===== src/rtl/umidev_arbiter_pkg.sv =====
// Shared definitions for the umidev arbiter: UMI opcodes and FSM state encoding.
package umidev_arbiter_pkg;

    // UMI request opcodes (cmd[4:0])
    localparam logic [4:0] UMI_REQ_READ    = 5'h01;
    localparam logic [4:0] UMI_REQ_WRITE   = 5'h03;
    localparam logic [4:0] UMI_REQ_POSTED  = 5'h05;
    localparam logic [4:0] UMI_REQ_RDMA    = 5'h07;
    localparam logic [4:0] UMI_REQ_ATOMIC  = 5'h09;

    // UMI response opcodes (cmd[4:0])
    localparam logic [4:0] UMI_RESP_READ   = 5'h02;
    localparam logic [4:0] UMI_RESP_WRITE  = 5'h04;

    // Arbiter FSM encoding
    typedef enum logic [1:0] {
        StIdle  = 2'd0,
        StIssue = 2'd1,
        StWait  = 2'd2,
        StResp  = 2'd3
    } arb_state_e;

    // Only reads and acknowledged writes produce a device response.
    function automatic logic umi_expects_resp(input logic [4:0] opcode);
        return (opcode == UMI_REQ_READ) || (opcode == UMI_REQ_WRITE);
    endfunction

endpackage


===== src/rtl/umidev_rrarb.sv =====
// Combinational round-robin picker: first asserted request at or after ptr wins.
module umidev_rrarb #(
    parameter int unsigned N  = 4,
    parameter int unsigned PW = $clog2(N)
) (
    input  logic [N-1:0]  req,
    input  logic [PW-1:0] ptr,
    output logic [N-1:0]  grant,
    output logic [PW-1:0] grant_idx
);

    logic          found;
    logic [PW-1:0] idx;

    // Scan from ptr upward with wraparound; the first hit is the winner.
    always_comb begin
        grant     = '0;
        grant_idx = '0;
        found     = 1'b0;
        idx       = '0;
        for (int unsigned i = 0; i < N; i++) begin
            idx = PW'((32'(ptr) + i) % N);
            if (!found && req[idx]) begin
                found          = 1'b1;
                grant[idx]     = 1'b1;
                grant_idx      = idx;
            end
        end
    end

endmodule


===== src/rtl/umidev_arbiter.sv =====
// Shares one UMI register target among N requesters, one transaction in flight.
module umidev_arbiter
    import umidev_arbiter_pkg::*;
#(
    parameter int unsigned N  = 4,
    parameter int unsigned CW = 32,
    parameter int unsigned AW = 64,
    parameter int unsigned DW = 64
) (
    input  logic            clk,
    input  logic            nreset,
    // host side requests
    input  logic [N-1:0]    host_req_valid,
    input  logic [N*CW-1:0] host_req_cmd,
    input  logic [N*AW-1:0] host_req_dstaddr,
    input  logic [N*AW-1:0] host_req_srcaddr,
    input  logic [N*DW-1:0] host_req_data,
    output logic [N-1:0]    host_req_ready,
    // host side responses
    output logic [N-1:0]    host_resp_valid,
    output logic [CW-1:0]   host_resp_cmd,
    output logic [AW-1:0]   host_resp_dstaddr,
    output logic [AW-1:0]   host_resp_srcaddr,
    output logic [DW-1:0]   host_resp_data,
    input  logic [N-1:0]    host_resp_ready,
    // device side requests
    output logic            dev_req_valid,
    output logic [CW-1:0]   dev_req_cmd,
    output logic [AW-1:0]   dev_req_dstaddr,
    output logic [AW-1:0]   dev_req_srcaddr,
    output logic [DW-1:0]   dev_req_data,
    input  logic            dev_req_ready,
    // device side responses
    input  logic            dev_resp_valid,
    input  logic [CW-1:0]   dev_resp_cmd,
    input  logic [AW-1:0]   dev_resp_dstaddr,
    input  logic [AW-1:0]   dev_resp_srcaddr,
    input  logic [DW-1:0]   dev_resp_data,
    output logic            dev_resp_ready
);

    localparam int unsigned PW = $clog2(N);

    arb_state_e    state_q, state_d;
    logic [PW-1:0] ptr_q, ptr_d;
    logic [PW-1:0] owner_q, owner_d;

    logic [CW-1:0] req_cmd_q;
    logic [AW-1:0] req_dstaddr_q;
    logic [AW-1:0] req_srcaddr_q;
    logic [DW-1:0] req_data_q;

    logic [CW-1:0] resp_cmd_q;
    logic [AW-1:0] resp_dstaddr_q;
    logic [AW-1:0] resp_srcaddr_q;
    logic [DW-1:0] resp_data_q;

    logic [N-1:0]  grant;
    logic [PW-1:0] grant_idx;
    logic          req_load;
    logic          resp_load;

    umidev_rrarb #(
        .N  (N),
        .PW (PW)
    ) u_rrarb (
        .req       (host_req_valid),
        .ptr       (ptr_q),
        .grant     (grant),
        .grant_idx (grant_idx)
    );

    // Next-state, grant and handshake decode.
    always_comb begin
        state_d         = state_q;
        ptr_d           = ptr_q;
        owner_d         = owner_q;
        req_load        = 1'b0;
        resp_load       = 1'b0;
        host_req_ready  = '0;
        host_resp_valid = '0;
        dev_req_valid   = 1'b0;
        dev_resp_ready  = 1'b0;
        case (state_q)
            StIdle: begin
                // Ready equals grant, so any asserted valid is a beat.
                host_req_ready = grant;
                if (|host_req_valid) begin
                    req_load = 1'b1;
                    owner_d  = grant_idx;
                    ptr_d    = (grant_idx == PW'(N - 1)) ? '0 : grant_idx + 1'b1;
                    state_d  = StIssue;
                end
            end
            StIssue: begin
                dev_req_valid = 1'b1;
                if (dev_req_ready) begin
                    state_d = umi_expects_resp(req_cmd_q[4:0]) ? StWait : StIdle;
                end
            end
            StWait: begin
                dev_resp_ready = 1'b1;
                if (dev_resp_valid) begin
                    resp_load = 1'b1;
                    state_d   = StResp;
                end
            end
            StResp: begin
                host_resp_valid[owner_q] = 1'b1;
                if (host_resp_ready[owner_q]) begin
                    state_d = StIdle;
                end
            end
            default: state_d = StIdle;
        endcase
    end

    // FSM, priority pointer and owner.
    always_ff @(posedge clk or negedge nreset) begin
        if (!nreset) begin
            state_q <= StIdle;
            ptr_q   <= '0;
            owner_q <= '0;
        end else begin
            state_q <= state_d;
            ptr_q   <= ptr_d;
            owner_q <= owner_d;
        end
    end

    // Request register, loaded from the winning port on the host beat.
    always_ff @(posedge clk or negedge nreset) begin
        if (!nreset) begin
            req_cmd_q     <= '0;
            req_dstaddr_q <= '0;
            req_srcaddr_q <= '0;
            req_data_q    <= '0;
        end else if (req_load) begin
            req_cmd_q     <= host_req_cmd[32'(grant_idx) * CW +: CW];
            req_dstaddr_q <= host_req_dstaddr[32'(grant_idx) * AW +: AW];
            req_srcaddr_q <= host_req_srcaddr[32'(grant_idx) * AW +: AW];
            req_data_q    <= host_req_data[32'(grant_idx) * DW +: DW];
        end
    end

    // Response register, loaded on the device response beat.
    always_ff @(posedge clk or negedge nreset) begin
        if (!nreset) begin
            resp_cmd_q     <= '0;
            resp_dstaddr_q <= '0;
            resp_srcaddr_q <= '0;
            resp_data_q    <= '0;
        end else if (resp_load) begin
            resp_cmd_q     <= dev_resp_cmd;
            resp_dstaddr_q <= dev_resp_dstaddr;
            resp_srcaddr_q <= dev_resp_srcaddr;
            resp_data_q    <= dev_resp_data;
        end
    end

    assign dev_req_cmd       = req_cmd_q;
    assign dev_req_dstaddr   = req_dstaddr_q;
    assign dev_req_srcaddr   = req_srcaddr_q;
    assign dev_req_data      = req_data_q;

    assign host_resp_cmd     = resp_cmd_q;
    assign host_resp_dstaddr = resp_dstaddr_q;
    assign host_resp_srcaddr = resp_srcaddr_q;
    assign host_resp_data    = resp_data_q;

endmodule


===== config.mk =====
export PLATFORM = sky130hd
export DESIGN_NAME = umidev_arbiter
export DESIGN_NICKNAME = d
export VERILOG_FILES = /design/src/rtl/umidev_arbiter_pkg.sv /design/src/rtl/umidev_rrarb.sv /design/src/rtl/umidev_arbiter.sv
export SDC_FILE = /design/constraint.sdc
export NUM_CORES = 1
export LEC_CHECK = 0
export CORE_AREA = 2 2 614 616
export DETAILED_ROUTE_END_ITERATION = 16
export DIE_AREA = 0 0 616 618
export MAX_ROUTING_LAYER = met4
export SYNTH_ARGS = -nofsm -noshare
export SYNTH_HDL_FRONTEND = slang
export SYNTH_SLANG_ARGS = --single-unit
export TNS_END_PERCENT = 30

===== constraint.sdc =====
create_clock -name clk -period 7.6 [get_ports clk]
set_clock_uncertainty 0.15 [all_clocks]
set_input_delay 1.52 -clock clk [delete_from_list [all_inputs] [get_ports clk]]
set_output_delay 1.52 -clock clk [all_outputs]
set_load 0.02 [all_outputs]

### Word-level counts from Yosys, hierarchy flattened

Index checks and enable logic that the tools add are counted.

* add/subtract/negate cells: 4
* $mul: 0
* div/mod/pow operators: 0
* order comparisons: 10
* equality and inequality tests: 10
* shifts and indexed selects: 4
* multiplexer cells: 46
* bitwise operators: 3
* reductions and logical operators: 16

Operator list (number)
* variable part select 256 x 9 -> 64 bit: 3
* variable part select 128 x 8 -> 32 bit: 1
* two-way mux 4 bit: 6
* two-way mux 2 bit: 10
* two-way mux 1 bit: 19
* less-than comparator 2 x 3 -> 1 bit, second input constant: 5
* bitwise OR 4 bit: 3
* binary-select mux 1 bit (select 2 bit): 5
* demux 1 bit (select 2 bit): 5
* greater-or-equal comparator 2 x 1 -> 1 bit, second input constant: 5
* logical AND 1 bit: 8
* inequality test 2 bit, second input constant: 4
* one-hot mux 2 bit (4 select lines): 1
* equality test 2 bit, second input constant: 3
* equality test 5 x 1 -> 1 bit, second input constant: 1
* equality test 5 x 2 -> 1 bit, second input constant: 1
* adder 2 x 1 -> 2 bit, second input constant: 2
* adder 2 bit, second input constant: 2
* AND reduction 4 bit: 1
* OR reduction 4 bit: 1
* logical NOT 1 bit: 3
* equality test 2 x 1 -> 1 bit, second input constant: 1
* logical NOT 2 bit: 1
* AND reduction 2 bit: 1
* logical OR 1 bit: 1

* register bits after elaboration: 454
* bits in latches: 0
* RAM bits: 0
* memory bits (read-only): 0
* input bits: 1132
* output and inout port bits: 458
* memories kept: 0

### Depth between registers and ports, before layout

Gate-level depths: netlist of run 1.

* word-level depth: 14
* depth in mapped cells: 12
* gate-level depth less buffers: 7

### By module

A second synthesis of run 1 with hierarchy kept.

* cell total of the unflattened synthesis: 1310
* area, all modules: 22758.1 sq um

By module, submodules not included
* umidev_arbiter: instances 1, cells an instance 1262, area an instance 22318.9 sq um, sequential area each 11360.9 sq um
* umidev_rrarb: instances 1, cells an instance 48, area an instance 439.2 sq um, sequential area each 0.0 sq um

### Worst setup path after synthesis of run 1

OpenSTA, ideal clock, no wires.

* kind: input to output
* start point: in host_req_valid[3]
* end point: out host_req_ready[0]
* arrival time: 2923 ps
* path slack: 3007 ps
* stages on the path: 6
* cells stage by stage: buf_6 mux4_2 nor2b_4 a22o_2 mux2i_1 a21oi_1

* longest elaborated chain between the ends: 13
* elaborated cells on any way between the ends: 25
* classes of those cells: mux (16); bitwise (3); reduce/logical (6)

Ends and longest elaborated chain
* start, declared: RTL line umidev_arbiter.sv:13 `input logic [N-1:0] host_req_valid,`
* binary-select mux 1 bit (select 2 bit): RTL line umidev_rrarb.sv:23 `if (!found && req[idx]) begin`
* two-way mux 1 bit (implied by the code): RTL line umidev_rrarb.sv:23
* two-way mux 1 bit: RTL line umidev_rrarb.sv:23
* logical NOT 1 bit: RTL line umidev_rrarb.sv:23
* logical AND 1 bit: RTL line umidev_rrarb.sv:23
* two-way mux 1 bit: RTL line umidev_rrarb.sv:23
* logical NOT 1 bit: RTL line umidev_rrarb.sv:23
* logical AND 1 bit: RTL line umidev_rrarb.sv:23
* two-way mux 1 bit: RTL line umidev_rrarb.sv:23
* logical NOT 1 bit: RTL line umidev_rrarb.sv:23
* logical AND 1 bit: RTL line umidev_rrarb.sv:23
* two-way mux 4 bit (*): RTL line umidev_rrarb.sv:23
* two-way mux 4 bit (*): RTL line umidev_arbiter.sv:84 `case (state_q)`
* end, declared: RTL line umidev_arbiter.sv:18 `output logic [N-1:0] host_req_ready,`

Mark *: on every way between the ends. The rest lies on a longest branch, timed or not. The select of a mux whose other input is x is not followed.

### Final worst setup path of run 1

* start point: reg ptr_q[0]
* end point: out host_req_ready[0]

* longest elaborated chain between the ends: 13
* elaborated cells on any way between the ends: 48
* classes of those cells: add/sub (3); order compare (8); mux (24); bitwise (3); reduce/logical (10)

Ends and longest elaborated chain
* start, declared: RTL line umidev_arbiter.sv:45 `logic [PW-1:0] ptr_q, ptr_d;`
* start signal, assigned: RTL line umidev_arbiter.sv:126 `ptr_q <= ptr_d;`
* parallel branches: the longest is 11 deep, another holds less-than comparator 2 x 3 -> 1 bit
* two-way mux 4 bit (*): RTL line umidev_rrarb.sv:23
* two-way mux 4 bit (*): RTL line umidev_arbiter.sv:84

Every way passes the cells marked *. The select of a mux whose other input is x is not followed.

==> impl_metrics.prom, run 1 <==
# TYPE chip_impl_metric gauge
chip_impl_info{name="outcome",value="finished clean"} 1
chip_impl_metric{name="max_slew.worst_pin.slew",unit="ns"} 1.125
chip_impl_metric{name="power_density_normalized_to_cell_area",unit="nW/µm²"} 427.7
chip_impl_metric{name="cts_setup_buffers",unit=""} 0
chip_impl_metric{name="netSwitchingPower",unit="W"} 0.009890
chip_impl_metric{name="critPathArrivalTime",unit="ns"} 4.31
chip_impl_metric{name="netSwitchingFraction",unit="%"} 48.29
chip_impl_metric{name="start_util",unit="%"} 6.221
chip_impl_metric{name="cts.hold.buffers_added",unit=""} 0
chip_impl_metric{name="slew_headroom",unit="%"} 24.79
chip_impl_metric{name="core.rowCount",unit=""} 225
chip_impl_metric{name="synth-seq-area-share",unit="%"} 48.81
chip_impl_metric{name="cts_max_path_buffers",unit=""} 4
chip_impl_info{name="timing.rr.start",value="ptr_q[0]"} 1
chip_impl_metric{name="final_core_utilization",unit="%"} 12.80
chip_impl_metric{name="fp.dieH",unit="µm"} 618
chip_impl_info{name="cts-root-buf",value="clkbuf_16"} 1
chip_impl_info{name="rr_endpoint",value="dev_req_data[9]"} 1
chip_impl_metric{name="clk_pin_slew",unit="ns"} 0.07
chip_impl_metric{name="core_region_area",unit="µm²"} 374100
chip_impl_metric{name="n_fill_cell",unit=""} 42250
chip_impl_metric{name="r2r_cells",unit=""} 9
chip_impl_metric{name="crit_path_max_fanout",unit=""} 16
chip_impl_metric{name="syn-cell-area",unit="µm²"} 23270
chip_impl_info{name="end_kind",value="output pin"} 1
chip_impl_metric{name="reg2reg_slack",unit="ns"} 2.58
chip_impl_metric{name="crit_required",unit="ns"} 5.93
chip_impl_metric{name="dp_hpwl",unit="µm"} 268900
chip_impl_metric{name="drt_pre_antenna_iters",unit=""} 5
chip_impl_metric{name="groute.usage.overall",unit="%"} 15.89
chip_impl_metric{name="synth_edf_count",unit=""} 0
chip_impl_metric{name="drtAntennaViolNets",unit=""} 0
chip_impl_metric{name="fin_setup_tns",unit="ns"} 0
chip_impl_info{name="worstSetupEndpoint",value="host_req_ready[0]"} 1
chip_impl_metric{name="yosysWarnings",unit=""} 0
chip_impl_metric{name="synth.lib_cells_used.distinct",unit=""} 38
chip_impl_metric{name="clock_power_share",unit="%"} 19.5
chip_impl_metric{name="place_area",unit="µm²"} 44580
chip_impl_metric{name="global_route.overflow_total",unit=""} 0
chip_impl_metric{name="final_cell_area_excluding_filler_cells",unit="µm²"} 47880
chip_impl_metric{name="place.gp.congestion",unit=""} 0.9683
chip_impl_metric{name="floorplan.die_area",unit="µm²"} 380700
chip_impl_metric{name="via_count_of_the_first_global_routing_pass",unit=""} 24020
chip_impl_info{name="tritoncts_clock_tree",value="yes"} 1
chip_impl_metric{name="postSynth.asyncResetShare",unit="%"} 100.0
chip_impl_metric{name="maxCapViolations",unit=""} 0
chip_impl_info{name="critical_path_start_type",value="flop"} 1
chip_impl_metric{name="die_width",unit="µm"} 616
chip_impl_metric{name="hold_viol_final",unit=""} 0
chip_impl_metric{name="power.share.sequential",unit="%"} 20.7
chip_impl_metric{name="grt_start_max_net_pins",unit=""} 125
chip_impl_metric{name="final_period_minus_worst_setup_slack",unit="ns"} 5.981
chip_impl_info{name="hp-class",value="reg2reg"} 1
chip_impl_metric{name="worst_skew_pair.late_latency",unit="ns"} 0.79
chip_impl_metric{name="report.final.setup_viol",unit=""} 0
chip_impl_metric{name="synth.ff_latch_count",unit=""} 454
chip_impl_metric{name="logic_pwr_share",unit="%"} 59.7
chip_impl_metric{name="drt-wirelength-per-cell",unit="µm"} 34.96
chip_impl_info{name="critPathKind",value="reg2out"} 1
chip_impl_metric{name="htreeDepth",unit=""} 3
chip_impl_info{name="cp_cell_sequence",value="inv_1 -> ha_1 -> and3b_2 -> a21oi_1 -> o41ai_1 -> nand2_1 -> a21oi_1 -> clkdlybuf4s50_1"} 1
chip_impl_metric{name="avgSynthCellArea",unit="µm²"} 12.77
chip_impl_info{name="synth_top_cells_by_count",value="dfrtp_1 (454), mux2i_1 (454), nand2_1 (241)"} 1
chip_impl_metric{name="vdd_drop_max",unit="V"} 0.0002185
chip_impl_metric{name="leakage",unit="nW"} 18.60
chip_impl_metric{name="synthCells",unit=""} 1823
chip_impl_metric{name="crit_path_max_incr_delay",unit="ns"} 0.71
chip_impl_info{name="netlist.top_cell.by_area",value="dfrtp_1"} 1
chip_impl_metric{name="grt_antenna_before_repair",unit=""} 360
chip_impl_metric{name="drive_gt1_share",unit="%"} 12.40
chip_impl_metric{name="cts-buffers-inserted",unit=""} 82
chip_impl_metric{name="timing_max_transition_violations_final",unit=""} 0
chip_impl_info{name="critical_path.slowest_cell",value="dfrtp_1"} 1
chip_impl_metric{name="count_of_input_and_output_buffers",unit=""} 1589
chip_impl_metric{name="dr.first_iter.drc_count",unit=""} 1444
chip_impl_metric{name="drt_drc_violations_left",unit=""} 0
chip_impl_metric{name="cts.sinks",unit=""} 454
chip_impl_metric{name="synth.top_cell.area_share",unit="%"} 48.81
chip_impl_metric{name="timing.fmax",unit="MHz"} 167.2
chip_impl_metric{name="net_count_of_the_finished_layout",unit=""} 4528
chip_impl_metric{name="ios",unit=""} 1590
chip_impl_metric{name="vias",unit=""} 24100
chip_impl_metric{name="cell_internal_pwr",unit="W"} 0.01059
chip_impl_metric{name="cts-resized-gates",unit=""} 0
chip_impl_info{name="synth.area.top_cells",value="dfrtp_1 (49%), mux2i_1 (20%), mux2_2 (11%)"} 1
chip_impl_metric{name="postRouteWirelength",unit="µm"} 303800
chip_impl_info{name="dominantRegCellSynth",value="dfrtp_1"} 1
chip_impl_info{name="crit_top_cell",value="a21oi_1"} 1
chip_impl_metric{name="grt_first_pass_wirelength",unit="µm"} 358700
chip_impl_metric{name="power.total",unit="W"} 0.02048
chip_impl_metric{name="synth.net_count",unit=""} 2962
chip_impl_metric{name="drt-vias-per-instance",unit=""} 2.774
chip_impl_metric{name="fin_crit_share",unit="%"} 78.69
chip_impl_metric{name="flow.area_growth_from_synthesis",unit="%"} 105.7
chip_impl_info{name="grt_setup_unrepaired",value="no"} 1
chip_impl_info{name="worstSetupStartpoint",value="ptr_q[0]"} 1
==> flip-flops by register name, indices dropped and copies added (netlist names), named ones only <==
signal,flops
host_resp_dstaddr,64
dev_req_dstaddr,64
host_resp_data,64
ptr_q,2
owner_q,2
host_resp_srcaddr,64
host_resp_cmd,32
dev_req_srcaddr,64
state_q,1
dev_req_data,64
dev_req_cmd,32
==> cell type report <==
cell class / instances / area [µm²] / share of cell area [%]
multi-input combinational: 1207 / 10510 / 21.94
tap: 4994 / 6248 / 13.05
sequential: 454 / 11360 / 23.73
antenna: 251 / 628.1 / 1.312
clock buffer: 107 / 2246 / 4.691
clock inverter: 31 / 427.9 / 0.8937
timing repair buffer: 1641 / 16450 / 34.36
inverter: 3 / 11.26 / 0.02352
==> placed cells by master (no fill, tap or decap), types with 2 or more instances in the layout <==
cell type,count
o211ai_1,2
clkinv_4,4
clkdlybuf4s50_1,1583
o221ai_1,224
clkbuf_16,82
inv_1,3
clkbuf_8,10
mux4_2,3
buf_4,44
dfrtp_1,454
nand3_1,2
and3b_2,2
o21ai_0,3
bufinv_16,8
nor2b_1,2
ha_1,7
buf_12,13
diode_2,251
mux2_2,226
mux2i_2,4
clkinvlp_4,7
a22o_2,4
o21ai_1,3
clkinv_2,7
a21boi_1,2
clkbuf_1,15
inv_6,4
a21oi_1,8
mux2i_1,450
nor3_1,3
nand2_4,2
nor2_1,7
nand2_1,239
==> power by group through the flow <==
stage	sequential [W]	clock (W)	combinational, W
detailed placement	0.00428	0	0.0126
global route	0.00438	0.00428	0.0129
global placement	0.00424	0	0.0126
finish	0.00425	0.00400	0.0122
CTS	0.00426	0.00423	0.0126
floorplan	0.00535	0	0.00517
==> worst min path at each step <==
stage | start | end | depth (start not counted)
detailed placement | dev_req_cmd[19] | dev_req_cmd[19] | 2
CTS | dev_req_cmd[7] | dev_req_cmd[7] | 2
global placement | dev_req_data[27] | dev_req_data[27] | 2
global route | dev_req_cmd[7] | dev_req_cmd[7] | 2
floorplan | owner_q[0] | owner_q[0] | 2
finish | dev_req_cmd[19] | dev_req_cmd[19] | 2
==> critical path, delay by kind of cell, from the launching register on <==
kind                     cells  cell delay [ns]
buffers and inverters        2             0.95
flip-flops                   1             0.71
AO/OA/AOI/OAI                3             0.97
adder cells (fa/ha/maj)      1             0.53
AND/OR/NAND/NOR              2             0.36
==> metal layers <==
metal | global-route usage (%) | routed length [µm]
met3 | 10.80 | 46720
met5 | - | 0
met1 | 13.37 | 91000
met4 | 6.558 | 12440
met2 | 27.20 | 153600
==> logic make-up after synthesis <==
kind of cell	share of synthesized area, %
mux	30.75
flops	48.81
simple gates	4.548
compound gates	9.258
buf+inv	6.215
fa+ha+maj	0.3763
xor+xnor	0.03764
==> stage by stage <==
| stage | setup WS (ns) | cells | hold slack [ns] |
|---|---|---|---|
| final | 1.619 | 8688 | 0.3329 |
| after CTS | 1.527 | 8437 | 0.3365 |
| after global routing | 1.307 | 8681 | 0.3486 |
| after global placement | 1.608 | 8299 | 0.3186 |
| after floorplan | 3.007 | 1823 | 0.3892 |
| after detailed placement | 1.606 | 8299 | 0.3221 |
(Power assumes the default switching activity.)
==> run 2: changes to the inputs <==
--- a/config.mk
+++ b/config.mk
@@ -5,9 +5,9 @@
 export SDC_FILE = /design/constraint.sdc
 export NUM_CORES = 1
 export LEC_CHECK = 0
-export CORE_AREA = 2 2 614 616
+export CORE_AREA = 2 2 611 613
 export DETAILED_ROUTE_END_ITERATION = 16
-export DIE_AREA = 0 0 616 618
+export DIE_AREA = 0 0 613 615
 export MAX_ROUTING_LAYER = met4
 export SYNTH_ARGS = -nofsm -noshare
 export SYNTH_HDL_FRONTEND = slang
==> constraint.sdc (replaced) <==
create_clock -name clk -period 5 [get_ports clk]
set_clock_uncertainty 0.15 [all_clocks]
set_input_delay 1 -clock clk [delete_from_list [all_inputs] [get_ports clk]]
set_output_delay 1 -clock clk [all_outputs]
set_load 0.02 [all_outputs]
==> impl_metrics.prom, run 2 (same netlist as run 1, synthesis figures left out) <==
# TYPE chip_impl_metric gauge
chip_impl_metric{name="cts-resized-gates",unit=""} 0
chip_impl_metric{name="vdd_drop_max",unit="V"} 0.0003387
chip_impl_metric{name="net_count_of_the_finished_layout",unit=""} 4605
chip_impl_metric{name="cts-buffers-inserted",unit=""} 78
chip_impl_metric{name="grt_antenna_before_repair",unit=""} 283
chip_impl_metric{name="count_of_input_and_output_buffers",unit=""} 1589
chip_impl_metric{name="power_density_normalized_to_cell_area",unit="nW/µm²"} 649.6
chip_impl_metric{name="logic_pwr_share",unit="%"} 61.3
chip_impl_metric{name="timing_max_transition_violations_final",unit=""} 0
chip_impl_info{name="grt_setup_unrepaired",value="no"} 1
chip_impl_metric{name="r2r_cells",unit=""} 10
chip_impl_metric{name="flow.area_growth_from_synthesis",unit="%"} 107.0
chip_impl_metric{name="netSwitchingPower",unit="W"} 0.01502
chip_impl_metric{name="fp.dieH",unit="µm"} 615
chip_impl_metric{name="drt_pre_antenna_iters",unit=""} 7
chip_impl_info{name="mostFrequentLayoutCell",value="clkdlybuf4s50_1"} 1
chip_impl_info{name="end_kind",value="output pin"} 1
chip_impl_metric{name="via_count_of_the_first_global_routing_pass",unit=""} 24340
chip_impl_metric{name="start_util",unit="%"} 6.277
chip_impl_metric{name="n_fill_cell",unit=""} 42070
chip_impl_metric{name="core_region_area",unit="µm²"} 370800
chip_impl_metric{name="clock_power_share",unit="%"} 18.0
chip_impl_metric{name="drt-vias-per-instance",unit=""} 2.796
chip_impl_metric{name="hold_viol_final",unit=""} 0
chip_impl_info{name="final_cell_mix",value="clkdlybuf4s50_1 (1,586), dfrtp_1 (454), mux2i_1 (453), nand2_1 (239), mux2_2 (226)"} 1
chip_impl_metric{name="groute.usage.overall",unit="%"} 15.57
chip_impl_info{name="cts-root-buf",value="clkbuf_16"} 1
chip_impl_metric{name="drive_gt1_share",unit="%"} 14.31
chip_impl_metric{name="timing.fmax",unit="MHz"} 213.2
chip_impl_metric{name="grt_start_max_net_pins",unit=""} 77
chip_impl_metric{name="max_slew.worst_pin.slew",unit="ns"} 1.136
chip_impl_metric{name="vias",unit=""} 24140
chip_impl_metric{name="report.final.setup_viol",unit=""} 0
chip_impl_metric{name="postRouteWirelength",unit="µm"} 295200
chip_impl_info{name="hp-class",value="in2async"} 1
chip_impl_info{name="critPathKind",value="reg2out"} 1
chip_impl_metric{name="ios",unit=""} 1590
chip_impl_metric{name="drt-wirelength-per-cell",unit="µm"} 34.19
chip_impl_info{name="critical_path_start_type",value="flop"} 1
chip_impl_metric{name="core.rowCount",unit=""} 224
chip_impl_metric{name="final_period_minus_worst_setup_slack",unit="ns"} 4.690
chip_impl_metric{name="cts.hold.buffers_added",unit=""} 0
chip_impl_metric{name="dp_hpwl",unit="µm"} 263100
chip_impl_metric{name="floorplan.die_area",unit="µm²"} 377000
chip_impl_metric{name="htreeDepth",unit=""} 3
chip_impl_metric{name="clk_pin_slew",unit="ns"} 0.07
chip_impl_metric{name="cell_internal_pwr",unit="W"} 0.01627
chip_impl_metric{name="power.share.sequential",unit="%"} 20.7
chip_impl_metric{name="slew_headroom",unit="%"} 24.02
chip_impl_metric{name="place.gp.congestion",unit=""} 0.9456
chip_impl_metric{name="fin_crit_share",unit="%"} 93.79
chip_impl_metric{name="maxCapViolations",unit=""} 0
chip_impl_metric{name="critPathArrivalTime",unit="ns"} 3.54
chip_impl_metric{name="grt_first_pass_wirelength",unit="µm"} 349700
chip_impl_metric{name="dr.first_iter.drc_count",unit=""} 1393
chip_impl_metric{name="cts_setup_buffers",unit=""} 0
chip_impl_metric{name="worst_skew_pair.late_latency",unit="ns"} 0.76
chip_impl_metric{name="die_width",unit="µm"} 613
chip_impl_metric{name="crit_path_max_fanout",unit=""} 9
chip_impl_metric{name="netSwitchingFraction",unit="%"} 48.00
chip_impl_metric{name="fin_setup_tns",unit="ns"} 0
chip_impl_info{name="outcome",value="finished clean"} 1
chip_impl_metric{name="final_core_utilization",unit="%"} 12.99
chip_impl_info{name="tritoncts_clock_tree",value="yes"} 1
chip_impl_metric{name="global_route.overflow_total",unit=""} 0
chip_impl_metric{name="drtAntennaViolNets",unit=""} 0
chip_impl_metric{name="cts.sinks",unit=""} 454
chip_impl_metric{name="cts_max_path_buffers",unit=""} 4
chip_impl_metric{name="drt_drc_violations_left",unit=""} 0
chip_impl_metric{name="leakage",unit="nW"} 19.00
chip_impl_metric{name="crit_required",unit="ns"} 3.85
[run 2: changes by cell type in the layout (fill, tap and decap cells not counted), sizes merged]
cell	change
diode	-105
clkbuf	-6
clkinvlp	-3
inv	-1
clkdlybuf4s50	+3
buf	+78
bufinv	-4
clkinv	+6
[run 2: layout make-up]
| type | count | area [µm²] | share of cell area [%] |
|---|---|---|---|
| inverter | 3 | 11.26 | 0.02338 |
| tap | 4972 | 6221 | 12.91 |
| multi-input combinational | 1207 | 10500 | 21.80 |
| sequential | 454 | 11360 | 23.59 |
| clock inverter | 29 | 270.3 | 0.5611 |
| timing repair buffer | 1722 | 17230 | 35.77 |
| clock buffer | 101 | 2210 | 4.587 |
| antenna | 146 | 365.4 | 0.7585 |
[run 2: final timing paths]
check / end / from / slack, ns
hold reg to reg: dev_req_cmd[20] / dev_req_cmd[20] / 0.34
min in group clk: dev_req_cmd[20] / dev_req_cmd[20] / 0.34
hold / removal: host_resp_dstaddr[27] / nreset / 0.10
setup / recovery: host_req_ready[2] / ptr_q[0] / 0.31
setup reg to reg: dev_req_srcaddr[32] / ptr_q[0] / 1.32
max in group asynchronous: dev_req_cmd[1] / nreset / 3.39
[run 2: through the flow]
step                      hold WS (ns)  total power, W  setup slack, ns  cell area, µm²  cells
after detailed placement        0.3224         0.02636           0.3302           45320   8358
after global routing           0.09511         0.03295           0.1318           48140   8622
after floorplan                 0.3892         0.01600            1.447           23270   1823
after global placement          0.3180         0.02635           0.2736           45320   8358
final                           0.1007         0.03129           0.3103           48170   8634
after CTS                      0.05091         0.03234           0.2146           47800   8488
[run 2: worst max-delay path: stages, from the launching register on]
cell,delay [ns]
dfrtp_1,0.35
inv_1,0.12
ha_1,0.51
mux4_2,0.48
nor2b_4,0.23
a22o_2,0.16
mux2i_1,0.06
a21oi_1,0.23
clkdlybuf4s50_1,0.64
[run 2: power groups by stage]
stage | Sequential [W] | Combinational [W] | Clock [W]
after floorplan | 0.00814 | 0.00786 | 0
after global placement | 0.00648 | 0.0199 | 0
after detailed placement | 0.00652 | 0.0198 | 0
after CTS | 0.00651 | 0.0199 | 0.00593
after global routing | 0.00669 | 0.0203 | 0.00599
final | 0.00648 | 0.0192 | 0.00562
[run 2: per-layer routing]
metal / part of all wire (%) / routed length [µm] / GRT usage, % / vias up
met5: 0 / 0 / - / -
met1: 33 / 96590 / 14.38 / 11800
li1: - / - / - / 10370
met2: 52 / 154400 / 28.38 / 1469
met3: 11 / 32730 / 7.230 / 498
met4: 3.9 / 11490 / 4.551 / 0
